`config.mk`:
```
export PLATFORM = sky130hd
export DESIGN_NAME = fpu_issue_ctrl
export DESIGN_NICKNAME = d
export VERILOG_FILES = /design/src/rtl/fpu_issue_ctrl.sv
export SDC_FILE = /design/constraint.sdc
export NUM_CORES = 1
export LEC_CHECK = 0
export BUFFER_PORTS_ARGS = -buffer_cell sky130_fd_sc_hd__buf_2
export CAP_MARGIN = 20
export CORE_AREA = 2 2 73 75
export DETAILED_ROUTE_END_ITERATION = 6
export DIE_AREA = 0 0 75 77
export PLACE_DENSITY_LB_ADDON = 0.25
export SLEW_MARGIN = 0
export SYNTH_ARGS = -nofsm -noshare
export SYNTH_HDL_FRONTEND = slang
export SYNTH_SLANG_ARGS = --single-unit
```
`constraint.sdc`:
```
create_clock -name CLK -period 2 [get_ports CLK]
set_input_delay 0.2 -clock CLK [delete_from_list [all_inputs] [get_ports CLK]]
set_output_delay 0.2 -clock CLK [all_outputs]
set_load 0.05 [all_outputs]
```
`src/rtl/fpu_issue_ctrl.sv`:
```
// FP issue sequencer and register scoreboard between decode and the
// multi-cycle FPU. Tracks pending FP register writes, stalls decode on
// RAW/WAW hazards or a busy FPU, runs the FPU req/gnt/done handshake,
// shares the single FP regfile write port with returning loads, and
// accumulates the FP exception flags.
module fpu_issue_ctrl #(
  parameter int NFREG  = 8,
  parameter int FLAG_W = 5
) (
  input  logic              CLK,
  input  logic              RST,
  input  logic              dec_valid,
  input  logic [6:0]        fpu_op,
  input  logic [2:0]        f_rd,
  input  logic [2:0]        f_rs1,
  input  logic [2:0]        f_rs2,
  input  logic [2:0]        f_frm,
  input  logic              F_LW,
  input  logic              F_SW,
  input  logic              flush,
  output logic              fpu_stall,
  output logic              fpu_req,
  input  logic              fpu_gnt,
  output logic [6:0]        fpu_op_o,
  output logic [2:0]        fpu_frm_o,
  output logic [2:0]        fpu_rs1_o,
  output logic [2:0]        fpu_rs2_o,
  input  logic              fpu_done,
  input  logic [FLAG_W-1:0] fpu_flags,
  input  logic              ld_done,
  output logic              freg_wen,
  output logic [2:0]        freg_waddr,
  output logic              freg_wsel,
  input  logic              fflags_clr,
  output logic [FLAG_W-1:0] fflags,
  output logic              busy
);

  localparam logic [1:0] S_IDLE  = 2'd0;
  localparam logic [1:0] S_ISSUE = 2'd1;
  localparam logic [1:0] S_WAIT  = 2'd2;
  localparam logic [1:0] S_WB    = 2'd3;

  logic [1:0]        state_q, state_d;
  logic [NFREG-1:0]  pend_q, pend_d;
  logic              ld_pend_q, ld_pend_d;
  logic [2:0]        ld_rd_q, ld_rd_d;
  logic [2:0]        rd_q, rd_d;
  logic [6:0]        op_q, op_d;
  logic [2:0]        frm_q, frm_d;
  logic [2:0]        rs1_q, rs1_d;
  logic [2:0]        rs2_q, rs2_d;
  logic [FLAG_W-1:0] flags_q, flags_d;
  logic [FLAG_W-1:0] fflags_q, fflags_d;

  logic is_arith, hazard, accept, acc_ar, acc_ld;
  logic ld_wr, wb_wr, iss_kill;

  assign is_arith = !F_LW && !F_SW;

  // Hazard check reads registered pending bits only: a register being
  // written this cycle still stalls its consumer this cycle.
  always_comb begin
    hazard = 1'b0;
    if (F_LW)      hazard = pend_q[f_rd] | ld_pend_q;
    else if (F_SW) hazard = pend_q[f_rs2];
    else           hazard = pend_q[f_rs1] | pend_q[f_rs2] | pend_q[f_rd];
  end

  assign accept    = dec_valid && !flush && !hazard && (!is_arith || state_q == S_IDLE);
  assign acc_ar    = accept && is_arith;
  assign acc_ld    = accept && F_LW;
  assign fpu_stall = dec_valid && !flush && !accept;

  // A load return only counts when a load is actually outstanding, so a
  // stray ld_done after reset is dropped. Loads always own the write port.
  assign ld_wr    = ld_done && ld_pend_q;
  assign wb_wr    = (state_q == S_WB) && !ld_wr;
  assign iss_kill = (state_q == S_ISSUE) && !fpu_gnt && flush;

  // FSM next state: grant beats flush in ISSUE, flush has no effect once granted.
  always_comb begin
    state_d = state_q;
    case (state_q)
      S_IDLE:  if (acc_ar)        state_d = S_ISSUE;
      S_ISSUE: if (fpu_gnt)       state_d = S_WAIT;
               else if (flush)    state_d = S_IDLE;
      S_WAIT:  if (fpu_done)      state_d = S_WB;
      S_WB:    if (!ld_wr)        state_d = S_IDLE;
      default:                    state_d = S_IDLE;
    endcase
  end

  // Latched operation fields; only loaded from IDLE so they hold through ISSUE.
  always_comb begin
    op_d    = op_q;
    frm_d   = frm_q;
    rs1_d   = rs1_q;
    rs2_d   = rs2_q;
    rd_d    = rd_q;
    flags_d = flags_q;
    if (acc_ar) begin
      op_d  = fpu_op;
      frm_d = f_frm;
      rs1_d = f_rs1;
      rs2_d = f_rs2;
      rd_d  = f_rd;
    end
    if (state_q == S_WAIT && fpu_done) flags_d = fpu_flags;
  end

  // Scoreboard and load tracking: clears first, then sets from this cycle's accept.
  always_comb begin
    pend_d    = pend_q;
    ld_pend_d = ld_pend_q;
    ld_rd_d   = ld_rd_q;
    if (ld_wr) begin
      pend_d[ld_rd_q] = 1'b0;
      ld_pend_d       = 1'b0;
    end
    if (wb_wr || iss_kill) pend_d[rd_q] = 1'b0;
    if (acc_ar) pend_d[f_rd] = 1'b1;
    if (acc_ld) begin
      pend_d[f_rd] = 1'b1;
      ld_pend_d    = 1'b1;
      ld_rd_d      = f_rd;
    end
  end

  // Accrued flags: a clear coinciding with a writeback leaves only the new flags.
  always_comb begin
    fflags_d = fflags_q;
    if (fflags_clr) fflags_d = '0;
    if (wb_wr)      fflags_d = fflags_d | flags_q;
  end

  // State registers with synchronous reset.
  always_ff @(posedge CLK) begin
    if (RST) begin
      state_q   <= S_IDLE;
      pend_q    <= '0;
      ld_pend_q <= 1'b0;
      ld_rd_q   <= '0;
      rd_q      <= '0;
      op_q      <= '0;
      frm_q     <= '0;
      rs1_q     <= '0;
      rs2_q     <= '0;
      flags_q   <= '0;
      fflags_q  <= '0;
    end else begin
      state_q   <= state_d;
      pend_q    <= pend_d;
      ld_pend_q <= ld_pend_d;
      ld_rd_q   <= ld_rd_d;
      rd_q      <= rd_d;
      op_q      <= op_d;
      frm_q     <= frm_d;
      rs1_q     <= rs1_d;
      rs2_q     <= rs2_d;
      flags_q   <= flags_d;
      fflags_q  <= fflags_d;
    end
  end

  assign fpu_req    = (state_q == S_ISSUE);
  assign fpu_op_o   = op_q;
  assign fpu_frm_o  = frm_q;
  assign fpu_rs1_o  = rs1_q;
  assign fpu_rs2_o  = rs2_q;
  assign freg_wen   = ld_wr || wb_wr;
  assign freg_waddr = ld_wr ? ld_rd_q : rd_q;
  assign freg_wsel  = ld_wr;
  assign fflags     = fflags_q;
  assign busy       = (state_q != S_IDLE) || ld_pend_q;

endmodule

```
### After elaboration in Yosys (flattened, before gate mapping)

Cells that the tools add are included.

* reduce and logical (&&, ||, !) cells: 31
* muxes and demuxes: 29
* equal/unequal tests: 7
* bitwise gates (word level): 10
* order comparisons: 8

Operators by type and width (count)
* 8-bit 2-to-1 mux: 4
* 3-bit by 4-bit less-than comparator with 1-bit output (second input constant): 5
* 8-bit bitwise AND: 2
* 8-bit inverter: 2
* 8-bit OR: 2
* 1-bit logical AND: 15
* 1-bit 2-to-1 mux: 10
* 2-bit 2-to-1 mux: 5
* 5-bit 2-to-1 mux: 2
* 1-bit binary-select mux with 3-bit select: 3
* 1-bit demux with 3-bit select: 3
* 3-bit by 1-bit greater-or-equal comparator with 1-bit output (second input constant): 3
* 1-bit logical NOT: 8
* 2-bit case mux with 4 select lines: 1
* 2-bit inequality test (second input constant): 3
* 5-bit OR: 1
* 2-bit == test (second input constant): 2
* 1-bit logical OR: 4
* 4-bit AND reduction: 1
* 2-bit nonzero test: 2
* 3-bit 2-to-1 mux: 1
* 3-bit by 2-bit inequality test with 1-bit output (second input constant): 1
* 1-bit OR: 3
* 2-bit by 1-bit == test with 1-bit output (second input constant): 1
* 2-bit logical NOT: 1

* logic and storage cells: 96
* input bits: 34
* output and inout port bits: 29
* flip-flop bits (word level): 43

### Logic depth before layout (Yosys ltp)

Gate-level depths: netlist (run 1).

* word-level depth: 13
* mapped depth: 7
* depth with buffers taken out: 5

### Least setup slack after synthesis (run 1)

OpenSTA, ideal clock, no wires.

* path type: flip-flop to output port
* from: register ld_pend_q
* to: output freg_waddr[0]
* path slack: -0.187 ns
* stages on the path, launching flop included: 4
* data arrival time: 1.987 ns
* cell sequence: dfxtp_1 -> nand2_1 -> inv_1 -> o21ai_0

* word-level cells in the longest chain between the ends: 2

RTL lines
* start: declaration: RTL line 46 `logic ld_pend_q, ld_pend_d;`
* start signal: assignment: RTL line 154 `ld_pend_q <= ld_pend_d;`
* 1-bit logical AND: RTL line 77 `assign ld_wr = ld_done && ld_pend_q;`
* named net freg_wsel: RTL line 33 `output logic freg_wsel,`
* 3-bit 2-to-1 mux: RTL line 172 `assign freg_waddr = ld_wr ? ld_rd_q : rd_q;`
* end: declaration: RTL line 32 `output logic [2:0] freg_waddr,`

The timed path passes the listed nets, and every way through them passes these cells.

### Worst setup path after layout (run 1)

* from: register pend_q[2]
* to: output fpu_stall

* word-level cells in the longest chain between the ends: 11
* elaborated cells between the ends (all ways): 16
* those cells by class: 8 x mux; 3 x bitwise; 5 x reduce/logical

RTL lines
* start: declaration: RTL line 45 `logic [NFREG-1:0] pend_q, pend_d;`
* start signal: assignment: RTL line 153 `pend_q <= pend_d;`
* 1-bit binary-select mux with 3-bit select (on tied branches): RTL line 67, 66
* 1-bit 2-to-1 mux (on tied branches): RTL line 67, 66
* 1-bit OR (2 in a row): RTL line 67 `else hazard = pend_q[f_rs1] | pend_q[f_rs2] | pend_q[f_rd];`
* 1-bit 2-to-1 mux: RTL line 66 `else if (F_SW) hazard = pend_q[f_rs2];`
* 1-bit 2-to-1 mux (*): RTL line 65 `if (F_LW) hazard = pend_q[f_rd] | ld_pend_q;`
* 1-bit logical NOT (*): RTL line 70 `assign accept = dec_valid && !flush && !hazard && (!is_arith || state_q == S_IDLE);`
* 1-bit logical AND (*) (2 in a row): RTL line 70
* 1-bit logical NOT (*): RTL line 73 `assign fpu_stall = dec_valid && !flush && !accept;`
* 1-bit logical AND (*): RTL line 73
* end: declaration: RTL line 21 `output logic fpu_stall,`

Mark *: on every way between the ends. The rest lies on a longest branch, timed or not. The select of a mux whose other input is x is not followed.

==> impl_metrics.ini, run 1 <==
[min_path]
hold_class = in2reg

[detailed_routing]
drt_iter0_drc = 70
ant_nets = 0
drtPass1Iterations = 4
viasPerCell = 5.381
vias = 2147
routedWlPerCell_um = 14.98
drc = 0
wirelength_um = 5979

[sta]
fin_hold_ws_ps = 132.5
timing.fmax_ghz = 0.4459
setup_tns_ps = -242.7
fin_crit_ps = 2243
slew_headroom = 0.6918
tightest_slew_ps = 462.3
fin_skew_ps = 2.507
fin_ws_ps = -242.7
slew_violations = 0
setup_viol = 1
rsz0062_at_grt = yes
final_hold_viol_count = 0
fin_crit_sh = 1.121

[critical_path]
cpMaxStageDelayCell = mux4_2
critPathMaxStageDelay_ps = 470
crit_fanout = 4
crit_path_end_kind = output pin
required_ps = 1800
critical-path-top-delay-family = multiplexers
critPathLaunchType = flop
crit_type = reg2out
critPathBufInv = 1
cp.arrival_ps = 2040
path_cells = mux4_2 -> mux2i_2 -> and4_1 -> nor3_1 -> o31a_1 -> buf_6

[grt]
grt_pass1_vias = 2043
grt_use_met1 = 0.2879
grt-ovfl-total = 0
grt_usage = 0.2157
grtUsageMet3 = 0.04993
grt_pass1_wl_um = 9777
antenna_found_initial = 0
grtUsageMet2 = 0.3456
grt_max_degree = 26
top_usage_layer = met2

[power_and_ir_drop]
total_power_mw = 1.779
power_frac_clock = 0.347
power.density_mw_per_mm2 = 619.8
comb_power_share = 0.153
seqPwrFrac = 0.500
internal-power_mw = 1.290
peakVddDrop_uv = 431.0
p_sw_uw = 489.2
leakage_nw = 1.213
p_sw_frac = 0.2750

[yosys]
syn_inst = 251
yosys_warnings = 0
synth_edf_count = 0
ys_ff_latch = 43
synth_cell_type_count = 44
syn_avg_cell_area_um2 = 8.709
dominantRegCellSynth = dfxtp_1
seq_area_frac_synth = 0.3938
async_flop_share = 0
syn_area_mm2 = 0.002186
synth_nets = 285

[run]
cap_violations = 0

[placement]
io_buffers = 62
dp_hpwl_um = 4279
place_ws_ps = -116.6
finalWeightedCongestion = 0.8503
dpl-instance-area_mm2 = 0.002671
placedCellCount = 389

[clocking]
clk_latency_ps = 290
cts_buffers = 5
path_clk_slew_ps = 80
cts_buffer_depth = 2
cts_sinks = 43
tritoncts = done
cts_hold_buf = 0
htreeDepth = 2
root_buffer = clkbuf_8

[layout]
fin_cells = 399
areaGrowthSynthToFinish_pct = 31.31
drive_gt1_frac = 0.3617
final_cell_mix = 61 x buf_2, 38 x dfxtp_1, 26 x a21oi_1, 21 x o21ai_0, 21 x nand3_1
final_cell_area_mm2 = 0.002870
fillers = 459
final_common_cell = buf_2
final_core_util = 0.5767
diodes = 0
fin_nets = 362

[die]
die_w_um = 75
core.rowCount = 26
die_h_um = 77
die_area_mm2 = 0.005775
io_pins = 63
coreArea_mm2 = 0.004977
initial_utilization = 0.4392

[run_status]
status = finished with violations
violations = setup timing
==> worst paths after layout <==
| kind | from | to | slack, ps | depth (start not counted) |
|---|---|---|---|---|
| min | fpu_flags[1] | flags_q[1] | 130 | 3 |
| max reg2reg | pend_q[0] | pend_q[0] | 60 | 7 |
| min reg2reg | fpu_op_o[5] | fpu_op_o[5] | 470 | 2 |
| max | pend_q[2] | fpu_stall | -240 | 6 |
==> synthesized netlist by cell type (all sizes together) (4+ instances only) <==
library cell,instances,share of area
o41ai,4,0.023
mux4,4,0.043
nand2,10,0.017
o221ai,4,0.016
nor3b,5,0.017
mux2i,12,0.055
nor3,9,0.021
buf,10,0.025
dfxtp,43,0.39
clkbuf,6,0.011
o21ai,27,0.062
nand3,21,0.048
nand2b,8,0.023
nor2b,12,0.034
a21oi,28,0.066
nor2,18,0.031
==> registers in the layout, indices dropped and copies added, names as in the netlist, named ones only <==
| name | cells |
|---|---|
| pend_q | 8 |
| ld_pend_q | 1 |
| fflags | 5 |
| fpu_rs2_o | 3 |
| state_q | 1 |
| fpu_rs1_o | 3 |
| fpu_op_o | 7 |
| rd_q | 3 |
| flags_q | 5 |
| fpu_frm_o | 3 |
| ld_rd_q | 3 |
==> power groups by stage <==
stage,combinational (mW),clock (mW),sequential (mW)
finish,0.271,0.617,0.890
global route,0.292,0.674,0.893
CTS,0.264,0.639,0.890
detailed placement,0.253,0,0.910
global placement,0.252,0,0.909
floorplan,0.135,0,0.928
==> layer usage <==
metal  wire length (um)  up-vias  part of all wire
met1               2738      991              0.46
li1                   -     1083                 -
met4                 51        0            0.0085
met3                332        6             0.056
met2               2856       67              0.48
met5                  0        -                 0
==> worst register-to-register path, cell delays in order, from the launching register on <==
cell and delay [ps]:
dfxtp_2 350, or3b_4 380, a21o_1 180, and4_1 210
buf_4 140, buf_6 110, a21oi_4 290, o21ai_0 150
==> cells by family (layout without fill, tap and decap cells) <==
family,count (synthesis),count (layout),synth area share
buffers and inverters,19,97,0.04063
and+or+nand+nor,96,96,0.2444
DFF,43,43,0.3938
AOI/OAI and AO/OA,76,76,0.2181
muxes,17,17,0.1030
==> cell type report <==
| type | instances | area (um^2) | area share |
|---|---|---|---|
| Clock inverter | 1 | 7.507 | 0.002616 |
| Inverter | 3 | 11.26 | 0.003923 |
| Clock buffer | 7 | 96.34 | 0.03357 |
| Tap cell | 70 | 87.58 | 0.03051 |
| Timing Repair Buffer | 86 | 511.7 | 0.1783 |
| Sequential cell | 43 | 867.1 | 0.3021 |
| Multi-Input combinational cell | 189 | 1289 | 0.4490 |
==> what timing repair did <==
action	in CTS	in global routing
setup endpoints to repair	26	20
setup buffers	2	0
gates resized for setup	13	14
pin swaps	2	4
(Power assumes the default switching activity.)
==> inputs of run 2 (changes only) <==
ABC_AREA = 1   (was default)
==> run 2 against run 1 <==
The run now ends clean; sequential power is essentially flat; sequential cell count did not move; non-clock buffer count decreased by 19; worst setup slack improved by 400 ps; critical path type unchanged; wire length fell by 4.4%; maximum frequency rose by 22%; critical endpoint unchanged; die area did not move.
==> impl_metrics.ini, run 2 <==
[yosys]
ys_ff_latch = 43
yosys_warnings = 0
synth_xor_area_frac = 0
syn_area_mm2 = 0.002190
yosys.cell_count.top_type = nand2_1
netlist_top_cells_area = dfxtp_1 39%, nand2_1 14%, a21oi_1 9.4%
netlist.area_leader.share = 0.3931
synthSimpleGateAreaFrac = 0.2891
synth_edf_count = 0
synth_cell_type_count = 29
seq_area_frac_synth = 0.3931
async_flop_share = 0
synth_top_area_cell = dfxtp_1
dominantRegCellSynth = dfxtp_1
synth_top_family_by_area = simple AND/OR/NAND/NOR gates
synthMuxAreaShare = 0
synth_compound_area_frac = 0.2074
syn_avg_cell_area_um2 = 6.973
syn_inst = 314
synth_nets = 348
yosys-top-cells-count = 79 x nand2_1, 43 x dfxtp_1, 41 x a21oi_1
synthAdderAreaFrac = 0

[run]
cap_violations = 0

[detailed_routing]
vias = 2245
ant_nets = 0
wirelength_um = 5713
viasPerCell = 5.011
drtPass1Iterations = 4
routedWlPerCell_um = 12.75
drt_iter0_drc = 108
drc = 0

[layout]
drive_gt1_frac = 0.2963
fin_nets = 411
areaGrowthSynthToFinish_pct = 22.11
final_core_util = 0.5372
fillers = 515
final_common_cell = nand2_1
diodes = 0
final_cell_mix = 79 x nand2_1, 61 x buf_2, 42 x dfxtp_1, 41 x a21oi_1, 35 x inv_1
largest_reg_flops = 8
regMostFlops = pend_q

[die]
coreArea_mm2 = 0.004977
core.rowCount = 26
io_pins = 63
die_w_um = 75
die_h_um = 77
initial_utilization = 0.4399
die_area_mm2 = 0.005775

[critical_path]
path_cells = inv_1 -> nand2_1 -> nand3_1 -> nand3_1 -> nand3_1 -> nand2_1 -> clkinv_1 -> nand3_1 -> nand2_1 -> inv_1 -> clkbuf_4
critPathMaxStageDelay_ps = 390
crit_path_end_kind = output pin
required_ps = 1800
cp.arrival_ps = 1640
cpMaxStageDelayCell = dfxtp_1
crit_type = reg2out
critPathLaunchType = flop
crit_top_cell = nand3_1
crit_fanout = 3

[run_status]
status = complete, no violations

[sta]
fin_crit_sh = 0.9218
tightest_slew_ps = 385.5
fin_hold_ws_ps = 139.6
slew_violations = 0
rsz0062_at_grt = no
fin_skew_ps = 8.176
slew_headroom = 0.7396
timing.fmax_ghz = 0.5424
final_hold_viol_count = 0
setup_viol = 0
fin_crit_ps = 1844
setup_tns_ps = 0

[clocking]
clk_latency_ps = 300
tritoncts = done
root_buffer = clkbuf_8
cts_sinks = 43
cts_buffer_depth = 2
htreeDepth = 2
cts_buffers = 5
path_clk_slew_ps = 80
cts_setup_buffers = 0

[grt]
antenna_found_initial = 0
grt_usage = 0.2085
grt_pass1_vias = 2068
grt_pass1_wl_um = 9494
grt_max_degree = 20
grt-ovfl-total = 0

[placement]
io_buffers = 62
dp_hpwl_um = 4332
finalWeightedCongestion = 0.9573

[power_and_ir_drop]
leakage_nw = 1.165
power.density_mw_per_mm2 = 681.6
peakVddDrop_uv = 337.3

[min_path]
hold_class = in2reg
[run 2: cell count changes after synthesis, sizes merged, moves of 4 or more]
cell,before,now
nand2b,8,0
inv,3,40
mux4,4,0
nand2,10,91
mux2i,12,0
nor3b,5,0
a21oi,28,51
o41ai,4,8
buf,10,6
nor2b,12,0
o21ai,27,12
[run 2: cell families (layout without fill, tap and decap cells)]
| family | after synthesis | in the layout |
|---|---|---|
| buf+inv | 54 | 118 |
| flops | 43 | 43 |
| simple gates | 142 | 142 |
| compound gates | 75 | 75 |
[run 2: area by class of cell]
cell class / count / area [um^2] / area share
sequential: 43 / 862.1 / 0.3224
inverter: 43 / 167.7 / 0.06270
tap: 70 / 87.58 / 0.03276
timing repair buffer: 67 / 350.3 / 0.1310
clock buffer: 5 / 68.82 / 0.02574
clock inverter: 3 / 43.79 / 0.01638
multi-input combinational: 217 / 1094 / 0.4090
[run 2: final timing paths]
| path | end | depth (start not counted) | from | slack, ps |
|---|---|---|---|---|
| max reg2reg | fpu_op_o[1] | 11 | pend_q[7] | 250 |
| min reg2reg | flags_q[2] | 2 | flags_q[2] | 450 |
| max | fpu_stall | 11 | pend_q[7] | 160 |
| min | fpu_op_o[5] | 3 | fpu_op[5] | 140 |
[run 2: power breakdown]
group,switching (mW),internal (mW),leakage [nW]
Combinational,0.175,0.0762,0.759
Sequential,0.0143,0.873,0.348
Clock,0.312,0.372,0.0581
[run 2: timing repair]
item,4_1_cts,5_1_grt
gates resized for setup,0,6
endpoints found under the setup margin,0,5
hold buffers,0,0
[run 2: layer usage]
metal  part of all wire  vias to the layer above  track usage  wire (um)
li1                   -                     1157            -          -
met1               0.45                     1015       0.2815       2583
met2               0.47                       66       0.3228       2675
met3              0.067                        7      0.04862        383
met4              0.013                        0      0.06964         72
met5                  0                        -            0          0
[run 2: critical path: cells and delay by family, from the launching register on]
family / cells / cell delay (ps)
buffers and inverters: 4 / 440
flip-flops: 1 / 390
AND/OR/NAND/NOR: 7 / 510
[run 2: metrics by stage]
stage | setup WS [ps] | std cells | power, mW | cell area [um^2]
after floorplan | 104.2 | 314 | 1.074 | 2192
after global placement | 193.6 | 440 | 1.154 | 2554
after detailed placement | 150.7 | 440 | 1.156 | 2554
after CTS | 54.44 | 448 | 1.838 | 2666
after global routing | 4.514 | 448 | 1.905 | 2674
final | 156.5 | 448 | 1.822 | 2674
==> inputs of run 3 (changes only) <==
CELL_PAD_IN_SITES_DETAIL_PLACEMENT = 0   (was default)
CELL_PAD_IN_SITES_GLOBAL_PLACEMENT = 1   (was default)
CORE_AREA = 2 2 81 83   (was 2 2 73 75)
DIE_AREA = 0 0 83 85   (was 0 0 75 77)
==> run 3 against run 2 <==
Register-to-register slack is essentially flat; final cell count grew 1.8%; utilization shrank 10 points; worst setup slack gained 5.1 ps; maximum frequency grew 0.28%; via count shrank 0.58%; critical endpoint unchanged; largest cell class unchanged.
==> impl_metrics.ini, run 3 (same netlist as run 2, synthesis figures left out) <==
[layout]
fillers = 692
fin_cells = 456
final_common_cell = nand2_1
largest_reg_flops = 8
final_cell_mix = 78 x nand2_1, 61 x buf_2, 41 x a21oi_1, 38 x dfxtp_1, 35 x inv_1
drive_gt1_frac = 0.3140
fin_nets = 412
diodes = 0
areaGrowthSynthToFinish_pct = 22.74
regMostFlops = pend_q

[detailed_routing]
drt_iter0_drc = 100
drtPass1Iterations = 4
viasPerCell = 4.895
wirelength_um = 6002
vias = 2232
routedWlPerCell_um = 13.16
ant_nets = 0
drc = 0

[grt]
grt_pass1_vias = 2092
grt_max_degree = 35
grt-ovfl-total = 0
antenna_found_initial = 0
grt_pass1_wl_um = 9804
grt_usage = 0.1720

[min_path]
hp-start = fpu_op[5]
hold_class = in2reg

[critical_path]
r2r_slack_ps = 240
reg2reg_from = pend_q[3]
required_ps = 1800
crit_fanout = 3
reg2reg_depth = 9
cp.arrival_ps = 1640
critPathLaunch = pend_q[4]
crit_type = reg2out
crit_path_end_kind = output pin
crit_end = fpu_stall
r2r_end = fpu_frm_o[0]
critPathLaunchType = flop

[sta]
fin_crit_ps = 1838
setup_viol = 0
slew_headroom = 0.7177
timing.fmax_ghz = 0.5439
slew_violations = 0
tightest_slew_ps = 418.0
rsz0062_at_grt = no
final_hold_viol_count = 0
fin_crit_sh = 0.9192
setup_tns_ps = 0
fin_skew_ps = 5.572

[clocking]
cts_buffers = 5
cts_buffer_depth = 2
clk_latency_ps = 300
root_buffer = clkbuf_8
ctsResizeCount = 0
cts_hold_buf = 0
tritoncts = done
htreeDepth = 2
cts_sinks = 43
cts_setup_buffers = 0
path_clk_slew_ps = 90

[placement]
dp_hpwl_um = 4499
finalWeightedCongestion = 0.9299
placedCellCount = 448
io_buffers = 62

[die]
core.rowCount = 29
die_w_um = 83
initial_utilization = 0.3529
die_h_um = 85
coreArea_mm2 = 0.006205
die_area_mm2 = 0.007055
io_pins = 63

[power_and_ir_drop]
seqPwrFrac = 0.516
leakage_nw = 1.156
comb_power_share = 0.147
total_power_mw = 1.720
p_sw_uw = 519.8
internal-power_mw = 1.200
p_sw_frac = 0.3022
power.density_mw_per_mm2 = 640.1
peakVddDrop_uv = 317.4
power_frac_clock = 0.337

[run]
cap_violations = 0

[run_status]
status = complete, no violations
run 3: changes by cell type in the layout (fill, tap and decap cells not counted), sizes merged:
cell,change
clkinv,-2
bufinv,-1
clkinvlp,+2
clkbuf,-1
inv,+1
buf,+2
run 3: final cells by class:
class | instances | area (um^2) | share of cell area
Inverter | 43 | 167.7 | 0.06238
Clock buffer | 5 | 68.82 | 0.02561
Tap cell | 77 | 96.34 | 0.03585
Sequential cell | 43 | 867.1 | 0.3226
Timing Repair Buffer | 68 | 357.8 | 0.1331
Multi-Input combinational cell | 217 | 1106 | 0.4115
Clock inverter | 3 | 23.77 | 0.008845
run 3: through the flow:
stage / hold slack, ps / instance area (um^2) / setup WS [ps] / utilization
floorplan: 336.4 / 2192 / 104.2 / -
global placement: 434.6 / 2570 / 146.2 / 0.4142
detailed placement: 437.4 / 2570 / 170.4 / 0.4142
CTS: 131.4 / 2663 / 36.59 / 0.4291
global route: 129.6 / 2688 / 7.877 / 0.4332
finish: 140.8 / 2688 / 161.5 / 0.4332
run 3: how the worst min path moves through the flow:
stage,end,slack (ps),cells after the start
global placement,flags_q[4],430,2
global route,fpu_op_o[4],130,3
CTS,fpu_frm_o[1],130,3
detailed placement,flags_q[3],440,2
finish,fpu_op_o[5],140,3
floorplan,fpu_frm_o[2],340,2
run 3: critical path, stage by stage, from the launching register on:
cell and delay (ps):
dfxtp_1 330, inv_2 90, nand2_1 60, nand3_1 80, nand2_1 90, nor2_4 120, nand3_1 100, nand2_2 100
nand3_1 80, nand2_1 60, inv_1 40, buf_4 180
run 3: power groups by stage:
stage                     sequential (mW)  combinational [mW]  clock, mW
after global placement              0.907               0.253          0
after CTS                           0.887               0.253      0.604
after detailed placement            0.907               0.252          0
final                               0.887               0.253      0.580
after floorplan                     0.921               0.153          0
after global routing                0.890               0.281      0.649
run 3: metal layers:
metal / vias up / routed length (um) / track usage / part of all wire
li1: 1159 / - / - / -
met1: 1001 / 2877 / 0.2238 / 0.48
met2: 68 / 2734 / 0.2823 / 0.46
met3: 4 / 333 / 0.04377 / 0.055
met4: 0 / 56 / 0.05216 / 0.0093
met5: - / 0 / 0 / 0
